[src/rtl/riscv_pkg.sv]
// ---------------------------------------------------------------------------
// riscv_pkg
// Shared RV32 definitions: base opcodes, immediate-type select codes,
// instruction classes, write-back source codes and the multicycle
// controller state encoding. Imported by the controller, the class decoder
// and the immediate generator.
// ---------------------------------------------------------------------------
package riscv_pkg;

  // Base opcodes (inst[6:0])
  localparam logic [6:0] OPC_LOAD   = 7'b0000011;
  localparam logic [6:0] OPC_STORE  = 7'b0100011;
  localparam logic [6:0] OPC_BRANCH = 7'b1100011;
  localparam logic [6:0] OPC_JAL    = 7'b1101111;
  localparam logic [6:0] OPC_JALR   = 7'b1100111;
  localparam logic [6:0] OPC_OP_IMM = 7'b0010011;
  localparam logic [6:0] OPC_OP     = 7'b0110011;
  localparam logic [6:0] OPC_LUI    = 7'b0110111;
  localparam logic [6:0] OPC_AUIPC  = 7'b0010111;

  // One-hot immediate select: bit4=I, bit3=S, bit2=B, bit1=J, bit0=U
  localparam logic [4:0] IMM_NONE = 5'b00000;
  localparam logic [4:0] IMM_I    = 5'b10000;
  localparam logic [4:0] IMM_S    = 5'b01000;
  localparam logic [4:0] IMM_B    = 5'b00100;
  localparam logic [4:0] IMM_J    = 5'b00010;
  localparam logic [4:0] IMM_U    = 5'b00001;

  // Write-back source select
  localparam logic [1:0] WB_ALU = 2'b00;
  localparam logic [1:0] WB_MEM = 2'b01;
  localparam logic [1:0] WB_PC4 = 2'b10;

  typedef enum logic [2:0] {
    ST_FETCH  = 3'd0,
    ST_DECODE = 3'd1,
    ST_EXEC   = 3'd2,
    ST_MEM    = 3'd3,
    ST_WB     = 3'd4,
    ST_TRAP   = 3'd5
  } state_t;

  // Control-flow class of an instruction; ALU covers OP, OP-IMM, LUI, AUIPC
  typedef enum logic [2:0] {
    CLS_ALU     = 3'd0,
    CLS_LOAD    = 3'd1,
    CLS_STORE   = 3'd2,
    CLS_BRANCH  = 3'd3,
    CLS_JUMP    = 3'd4,
    CLS_ILLEGAL = 3'd5
  } inst_class_t;

endpackage

[src/rtl/inst_class_dec.sv]
// ---------------------------------------------------------------------------
// inst_class_dec
// Combinational opcode decoder: maps inst[6:0] to an instruction class and
// the one-hot immediate-type select.
//   opcode_i   : inst[6:0]
//   class_o    : instruction class (CLS_ILLEGAL for unsupported opcodes)
//   imm_type_o : one-hot immediate select (IMM_NONE for R-type / illegal)
// ---------------------------------------------------------------------------
module inst_class_dec
  import riscv_pkg::*;
(
  input  logic [6:0]  opcode_i,
  output inst_class_t class_o,
  output logic [4:0]  imm_type_o
);

  always_comb begin
    // NOTE: every output gets a default before the case so no path leaves
    // a variable unassigned, which would infer a latch.
    class_o    = CLS_ILLEGAL;
    imm_type_o = IMM_NONE;
    case (opcode_i)
      OPC_LOAD:   begin class_o = CLS_LOAD;   imm_type_o = IMM_I; end
      OPC_OP_IMM: begin class_o = CLS_ALU;    imm_type_o = IMM_I; end
      OPC_JALR:   begin class_o = CLS_JUMP;   imm_type_o = IMM_I; end
      OPC_STORE:  begin class_o = CLS_STORE;  imm_type_o = IMM_S; end
      OPC_BRANCH: begin class_o = CLS_BRANCH; imm_type_o = IMM_B; end
      OPC_JAL:    begin class_o = CLS_JUMP;   imm_type_o = IMM_J; end
      OPC_LUI:    begin class_o = CLS_ALU;    imm_type_o = IMM_U; end
      OPC_AUIPC:  begin class_o = CLS_ALU;    imm_type_o = IMM_U; end
      OPC_OP:     begin class_o = CLS_ALU;    imm_type_o = IMM_NONE; end
      default:    ;
    endcase
  end

endmodule

[src/rtl/multicycle_ctrl.sv]
// ---------------------------------------------------------------------------
// multicycle_ctrl
// Control FSM for a multicycle RV32 datapath:
// FETCH -> DECODE -> EXEC -> [MEM] -> [WB] -> FETCH, with a sticky TRAP on
// illegal opcodes or on a memory request waiting MEM_TIMEOUT cycles.
//   clk_i, rst_i       : clock, asynchronous active-high reset
//   inst_i             : instruction register contents
//   mem_ready_i        : memory completion (only honoured in FETCH/MEM)
//   branch_taken_i     : ALU branch condition
//   imm_type_o         : one-hot immediate select, registered in DECODE
//   mem_req_o/mem_we_o : memory request / write
//   ir_we_o, reg_we_o, pc_we_o : IR, register file and PC load strobes
//   pc_sel_o           : 0 = PC+4, 1 = ALU target
//   wb_sel_o           : 00 = ALU, 01 = memory, 10 = PC+4
//   retire_o, trap_o   : instruction-complete pulse, sticky fault
//   state_o            : current state, for debug
// ---------------------------------------------------------------------------
module multicycle_ctrl
  import riscv_pkg::*;
#(
  parameter int MEM_TIMEOUT = 16
) (
  input  logic        clk_i,
  input  logic        rst_i,
  input  logic [31:0] inst_i,
  input  logic        mem_ready_i,
  input  logic        branch_taken_i,
  output logic [4:0]  imm_type_o,
  output logic        mem_req_o,
  output logic        mem_we_o,
  output logic        ir_we_o,
  output logic        reg_we_o,
  output logic        pc_we_o,
  output logic        pc_sel_o,
  output logic        retire_o,
  output logic        trap_o,
  output logic [1:0]  wb_sel_o,
  output logic [2:0]  state_o
);

  localparam int CNT_W = $clog2(MEM_TIMEOUT + 1);

  state_t            r_state, w_state_next;
  inst_class_t       r_class, w_dec_class;
  logic [4:0]        r_imm_type, w_dec_imm;
  logic [CNT_W-1:0]  r_wait_cnt;
  logic              w_mem_phase, w_wait, w_timeout, w_enter_mem_phase;
  logic              w_unused_inst;

  inst_class_dec u_dec (
    .opcode_i   (inst_i[6:0]),
    .class_o    (w_dec_class),
    .imm_type_o (w_dec_imm)
  );

  // Operand fields are consumed by the datapath, not by this controller.
  assign w_unused_inst = ^inst_i[31:7];

  // A request is outstanding in FETCH and MEM; kept out of the output
  // process so the timeout term does not loop back through it.
  assign w_mem_phase = !rst_i && (r_state == ST_FETCH || r_state == ST_MEM);
  assign w_wait      = w_mem_phase && !mem_ready_i;
  // This wait cycle is the one that brings the count to MEM_TIMEOUT.
  assign w_timeout   = w_wait && (r_wait_cnt == CNT_W'(MEM_TIMEOUT - 1));
  assign w_enter_mem_phase = (w_state_next != r_state) &&
                             (w_state_next == ST_FETCH || w_state_next == ST_MEM);

  // NOTE: sequential state uses non-blocking assignments so every register
  // samples pre-edge values regardless of statement order.
  always_ff @(posedge clk_i or posedge rst_i) begin
    if (rst_i) begin
      r_state    <= ST_FETCH;
      r_class    <= CLS_ALU;
      r_imm_type <= IMM_NONE;
      r_wait_cnt <= '0;
    end else begin
      r_state <= w_state_next;
      // Class and immediate select are captured once per instruction so
      // later states do not depend on inst_i staying stable.
      if (r_state == ST_DECODE) begin
        r_class    <= w_dec_class;
        r_imm_type <= w_dec_imm;
      end
      if (w_enter_mem_phase) begin
        r_wait_cnt <= '0;
      end else if (w_wait) begin
        r_wait_cnt <= r_wait_cnt + CNT_W'(1);
      end
    end
  end

  always_comb begin
    w_state_next = r_state;
    mem_req_o    = 1'b0;
    mem_we_o     = 1'b0;
    ir_we_o      = 1'b0;
    reg_we_o     = 1'b0;
    pc_we_o      = 1'b0;
    pc_sel_o     = 1'b0;
    retire_o     = 1'b0;
    trap_o       = 1'b0;
    wb_sel_o     = WB_ALU;
    // Outputs are gated by reset so an aborted operation strobes nothing.
    if (!rst_i) begin
      case (r_state)
        ST_FETCH: begin
          mem_req_o = 1'b1;
          if (mem_ready_i) begin
            ir_we_o      = 1'b1;
            w_state_next = ST_DECODE;
          end else if (w_timeout) begin
            w_state_next = ST_TRAP;
          end
        end
        ST_DECODE: begin
          w_state_next = (w_dec_class == CLS_ILLEGAL) ? ST_TRAP : ST_EXEC;
        end
        ST_EXEC: begin
          case (r_class)
            CLS_LOAD, CLS_STORE: w_state_next = ST_MEM;
            CLS_BRANCH: begin
              pc_we_o      = 1'b1;
              pc_sel_o     = branch_taken_i;
              retire_o     = 1'b1;
              w_state_next = ST_FETCH;
            end
            default: w_state_next = ST_WB;
          endcase
        end
        ST_MEM: begin
          mem_req_o = 1'b1;
          mem_we_o  = (r_class == CLS_STORE);
          if (mem_ready_i) begin
            if (r_class == CLS_STORE) begin
              pc_we_o      = 1'b1;
              retire_o     = 1'b1;
              w_state_next = ST_FETCH;
            end else begin
              w_state_next = ST_WB;
            end
          end else if (w_timeout) begin
            w_state_next = ST_TRAP;
          end
        end
        ST_WB: begin
          reg_we_o     = 1'b1;
          pc_we_o      = 1'b1;
          retire_o     = 1'b1;
          w_state_next = ST_FETCH;
          case (r_class)
            CLS_LOAD: wb_sel_o = WB_MEM;
            CLS_JUMP: begin
              wb_sel_o = WB_PC4;
              pc_sel_o = 1'b1;
            end
            default:  wb_sel_o = WB_ALU;
          endcase
        end
        ST_TRAP: trap_o = 1'b1;
        default: w_state_next = ST_TRAP;
      endcase
    end
  end

  assign imm_type_o = r_imm_type;
  assign state_o    = r_state;

endmodule

[config.mk]
export PLATFORM = sky130hd
export DESIGN_NAME = multicycle_ctrl
export DESIGN_NICKNAME = d
export VERILOG_FILES = /design/src/rtl/riscv_pkg.sv /design/src/rtl/inst_class_dec.sv /design/src/rtl/multicycle_ctrl.sv
export SDC_FILE = /design/constraint.sdc
export NUM_CORES = 1
export LEC_CHECK = 0
export CAP_MARGIN = 5
export CORE_ASPECT_RATIO = 1.1
export CORE_UTILIZATION = 40
export DETAILED_ROUTE_END_ITERATION = 10
export HOLD_SLACK_MARGIN = 0.06
export PLACE_DENSITY = 0.77
export SKIP_CTS_REPAIR_TIMING = 1
export SLEW_MARGIN = 5
export SYNTH_ARGS = -nofsm -noshare
export SYNTH_HDL_FRONTEND = slang
export SYNTH_HIERARCHICAL = 1
export SYNTH_SLANG_ARGS = --single-unit
[constraint.sdc]
create_clock -name clk_i -period 7.27 [get_ports clk_i]
set_input_delay 1.0905 -clock clk_i [delete_from_list [all_inputs] [get_ports clk_i]]
set_output_delay 1.0905 -clock clk_i [all_outputs]
set_load 0.1 [all_outputs]
==> impl_metrics.ini <==
[route]
num_vias = 925
wire_per_inst_um = 12.9
dr.pass1.iters = 4
drc = 0
drtIter0Drc = 9
drt_wl_total_um = 2210
ant_nets = 0
vias_per_cell = 5.38

[placed_design]
placed_cells = 168
pre_cts_slack_ns = 1.44
gp_congestion = 0.807
dp_hpwl_um = 1690
io_buffers = 28

[timing]
setup_viol = 0
clock.fmax_ghz = 0.174
fin_crit_sh = 0.792
slew_viol_final = 0
rsz0062_at_grt = no
relSlewSlack = 0.353
fin_setup_tns_ns = 0
final.min_clock_period_ns = 5.75
skew_ns = 0.00177
holdWs_ns = 0.520
finalHoldViolCount = 0
worstMarginPinSlew_ns = 0.968
fin_ws_ns = 1.52

[synthesis]
synthTopCellsByArea = dfrtp_1 (34%), mux2_2 (7.7%), nor2_1 (3.5%)
netlist.top_cell.by_area = dfrtp_1
mappedNetlistArea_sq_um = 1170
syn_nets = 151
synth_top_area_frac = 0.341
ys.flop_type = dfrtp_1
synth_seq_area_share = 0.341
synth_seq_cells = 16
syn_inst = 113
synth_edf_count = 0
async_reset_ff_frac = 1.00
ys_warn_count = 6
synth.distinct_cells = 50
syn_area_per_cell_sq_um = 10.4

[setup_path]
crit_type = in2out
cp-end-kind = primary output
crit_chain = clkdlybuf4s50_1, inv_1, o311ai_0, a221o_1, or3_4, nor2_1, clkdlybuf4s50_1
startpoint_type = input pin
cp_data_arrival_time_ns = 4.66
critPathTopFamily = buffers and inverters
cpMaxStageDelayCell = clkdlybuf4s50_1
crit_fanout = 18
critPathBufInv = 3
crit_required_ns = 6.18
cpPeakStageDelay_ns = 1.15
cp_common_cell = clkdlybuf4s50_1

[cells_and_area]
layout.nets = 178
final_common_cell = clkdlybuf4s50_1
areaGrowthSynthToFinish_pct = 25.3
antenna_cells = 0
fin_cells = 172
layout_common_cells = clkdlybuf4s50_1 (28), dfrtp_1 (16), nor2_1 (11)
drive_above_1_share = 0.216

[pwr]
clkPwrFrac = 0.239
seq_power_share = 0.497
p_comb_frac = 0.264
irDropWorstVdd_mv = 0.121
powerDensity_nw_per_um2 = 160
p_sw_frac = 0.325
p_leak_nw = 0.606
cellInternalPower_w = 0.000159
p_switching_w = 0.0000763

[clock_tree]
cts_root_buffer = clkbuf_4
cts_max_level = 1
cts_sinks = 16
cts_tree = built
clkTransAtPathRegs_ns = 0.09
worst_skew_pair.late_latency_ns = 0.27
cts.path.max_buffers = 2
cts_buffers = 3

[floorplanning]
io-pin-count = 54
fp-row-count = 20
die_y_um = 58.8
initial_utilization = 0.423
die_x_um = 53.7
die-area_sq_um = 3160
core_area_sq_um = 2780

[status]
outcome = complete, no violations

[hold_path]
min_path_type = reg2reg

[flow_run]
maxCapViolations = 0

[global_route]
grt_max_degree = 19
antenna_found_initial = 0
grt_pass1_vias = 896
grt_remaining_overflow = 0
grt_pass1_wl_um = 3800
gr-usage-all-layers = 0.158
## layout make-up
cell class | instances | area, sq um
tap | 33 | 41.3
multi-input combinational | 87 | 699
sequential | 16 | 400
inverter | 4 | 15.0
clock buffer | 4 | 36.3
fill | 267 | 1310
timing repair buffer | 28 | 280
## power by group through the flow
stage | Sequential, W | Clock (W) | Combinational, W
global placement | 0.000118 | 0 | 0.0000604
floorplan | 0.000122 | 0 | 0.0000442
global route | 0.000120 | 0.0000611 | 0.0000675
detailed placement | 0.000119 | 0 | 0.0000628
finish | 0.000117 | 0.0000562 | 0.0000620
CTS | 0.000117 | 0.0000586 | 0.0000628
## cell usage after synthesis, types with 2 or more instances
| library cell | count |
|---|---|
| nor3_1 | 6 |
| mux2_2 | 8 |
| or2b_2 | 2 |
| dfrtp_1 | 16 |
| xor2_1 | 3 |
| nor4_1 | 2 |
| clkbuf_8 | 2 |
| ha_1 | 2 |
| nand2_1 | 3 |
| nor3b_1 | 4 |
| buf_4 | 2 |
| and3_1 | 2 |
| nor2b_1 | 2 |
| o21ai_0 | 2 |
| xnor2_1 | 2 |
| nand3b_1 | 3 |
| nor2_1 | 11 |
| inv_1 | 4 |
| nand2b_1 | 3 |
| a21oi_1 | 3 |
| buf_6 | 2 |
## flip-flops by register name (all words and copies together) (netlist names)
signal	cells
imm_type_o	5
r_wait_cnt	5
r_class	3
state_o	3
## cells by family (layout without fill, tap and decap cells)
logic type               Yosys count  in the layout  synth area share
AO/OA/AOI/OAI                     17             17             0.126
XOR/XNOR                           5              5            0.0373
adder cells (fa/ha/maj)            2              2            0.0213
buffers and inverters             10             36            0.0682
flip-flops                        16             16             0.341
multiplexers                      10             10             0.104
AND/OR/NAND/NOR                   53             53             0.302
## routing by layer
layer | part of all wire | wire (um) | vias up | track usage
met5 | 0 | 0 | - | 0
met4 | 0.0041 | 9 | 0 | 0.0338
met3 | 0.030 | 67 | 2 | 0.0155
met2 | 0.47 | 1050 | 21 | 0.263
met1 | 0.49 | 1090 | 438 | 0.220
li1 | - | - | 464 | -
## through the flow
| step | total power (W) | cell area (sq um) | util |
|---|---|---|---|
| after floorplan | 0.000166 | 1180 | - |
| after global placement | 0.000178 | 1440 | 0.517 |
| after detailed placement | 0.000182 | 1440 | 0.517 |
| after CTS | 0.000239 | 1470 | 0.530 |
| after global routing | 0.000248 | 1470 | 0.530 |
| final | 0.000235 | 1470 | 0.530 |
## final timing paths
kind | startpoint | to | slack [ns] | cells past startpoint
worst max-delay path | rst_i | pc_we_o | 1.52 | 7
max in group asynchronous | rst_i | imm_type_o[3] | 5.38 | 2
min in group asynchronous | rst_i | state_o[0] | 1.48 | 2
worst min-delay path | imm_type_o[4] | imm_type_o[4] | 0.52 | 1
worst max register to register | r_wait_cnt[0] | r_wait_cnt[4] | 4.99 | 8
worst min register to register | imm_type_o[4] | imm_type_o[4] | 0.52 | 1
(Power assumes the default switching activity.)
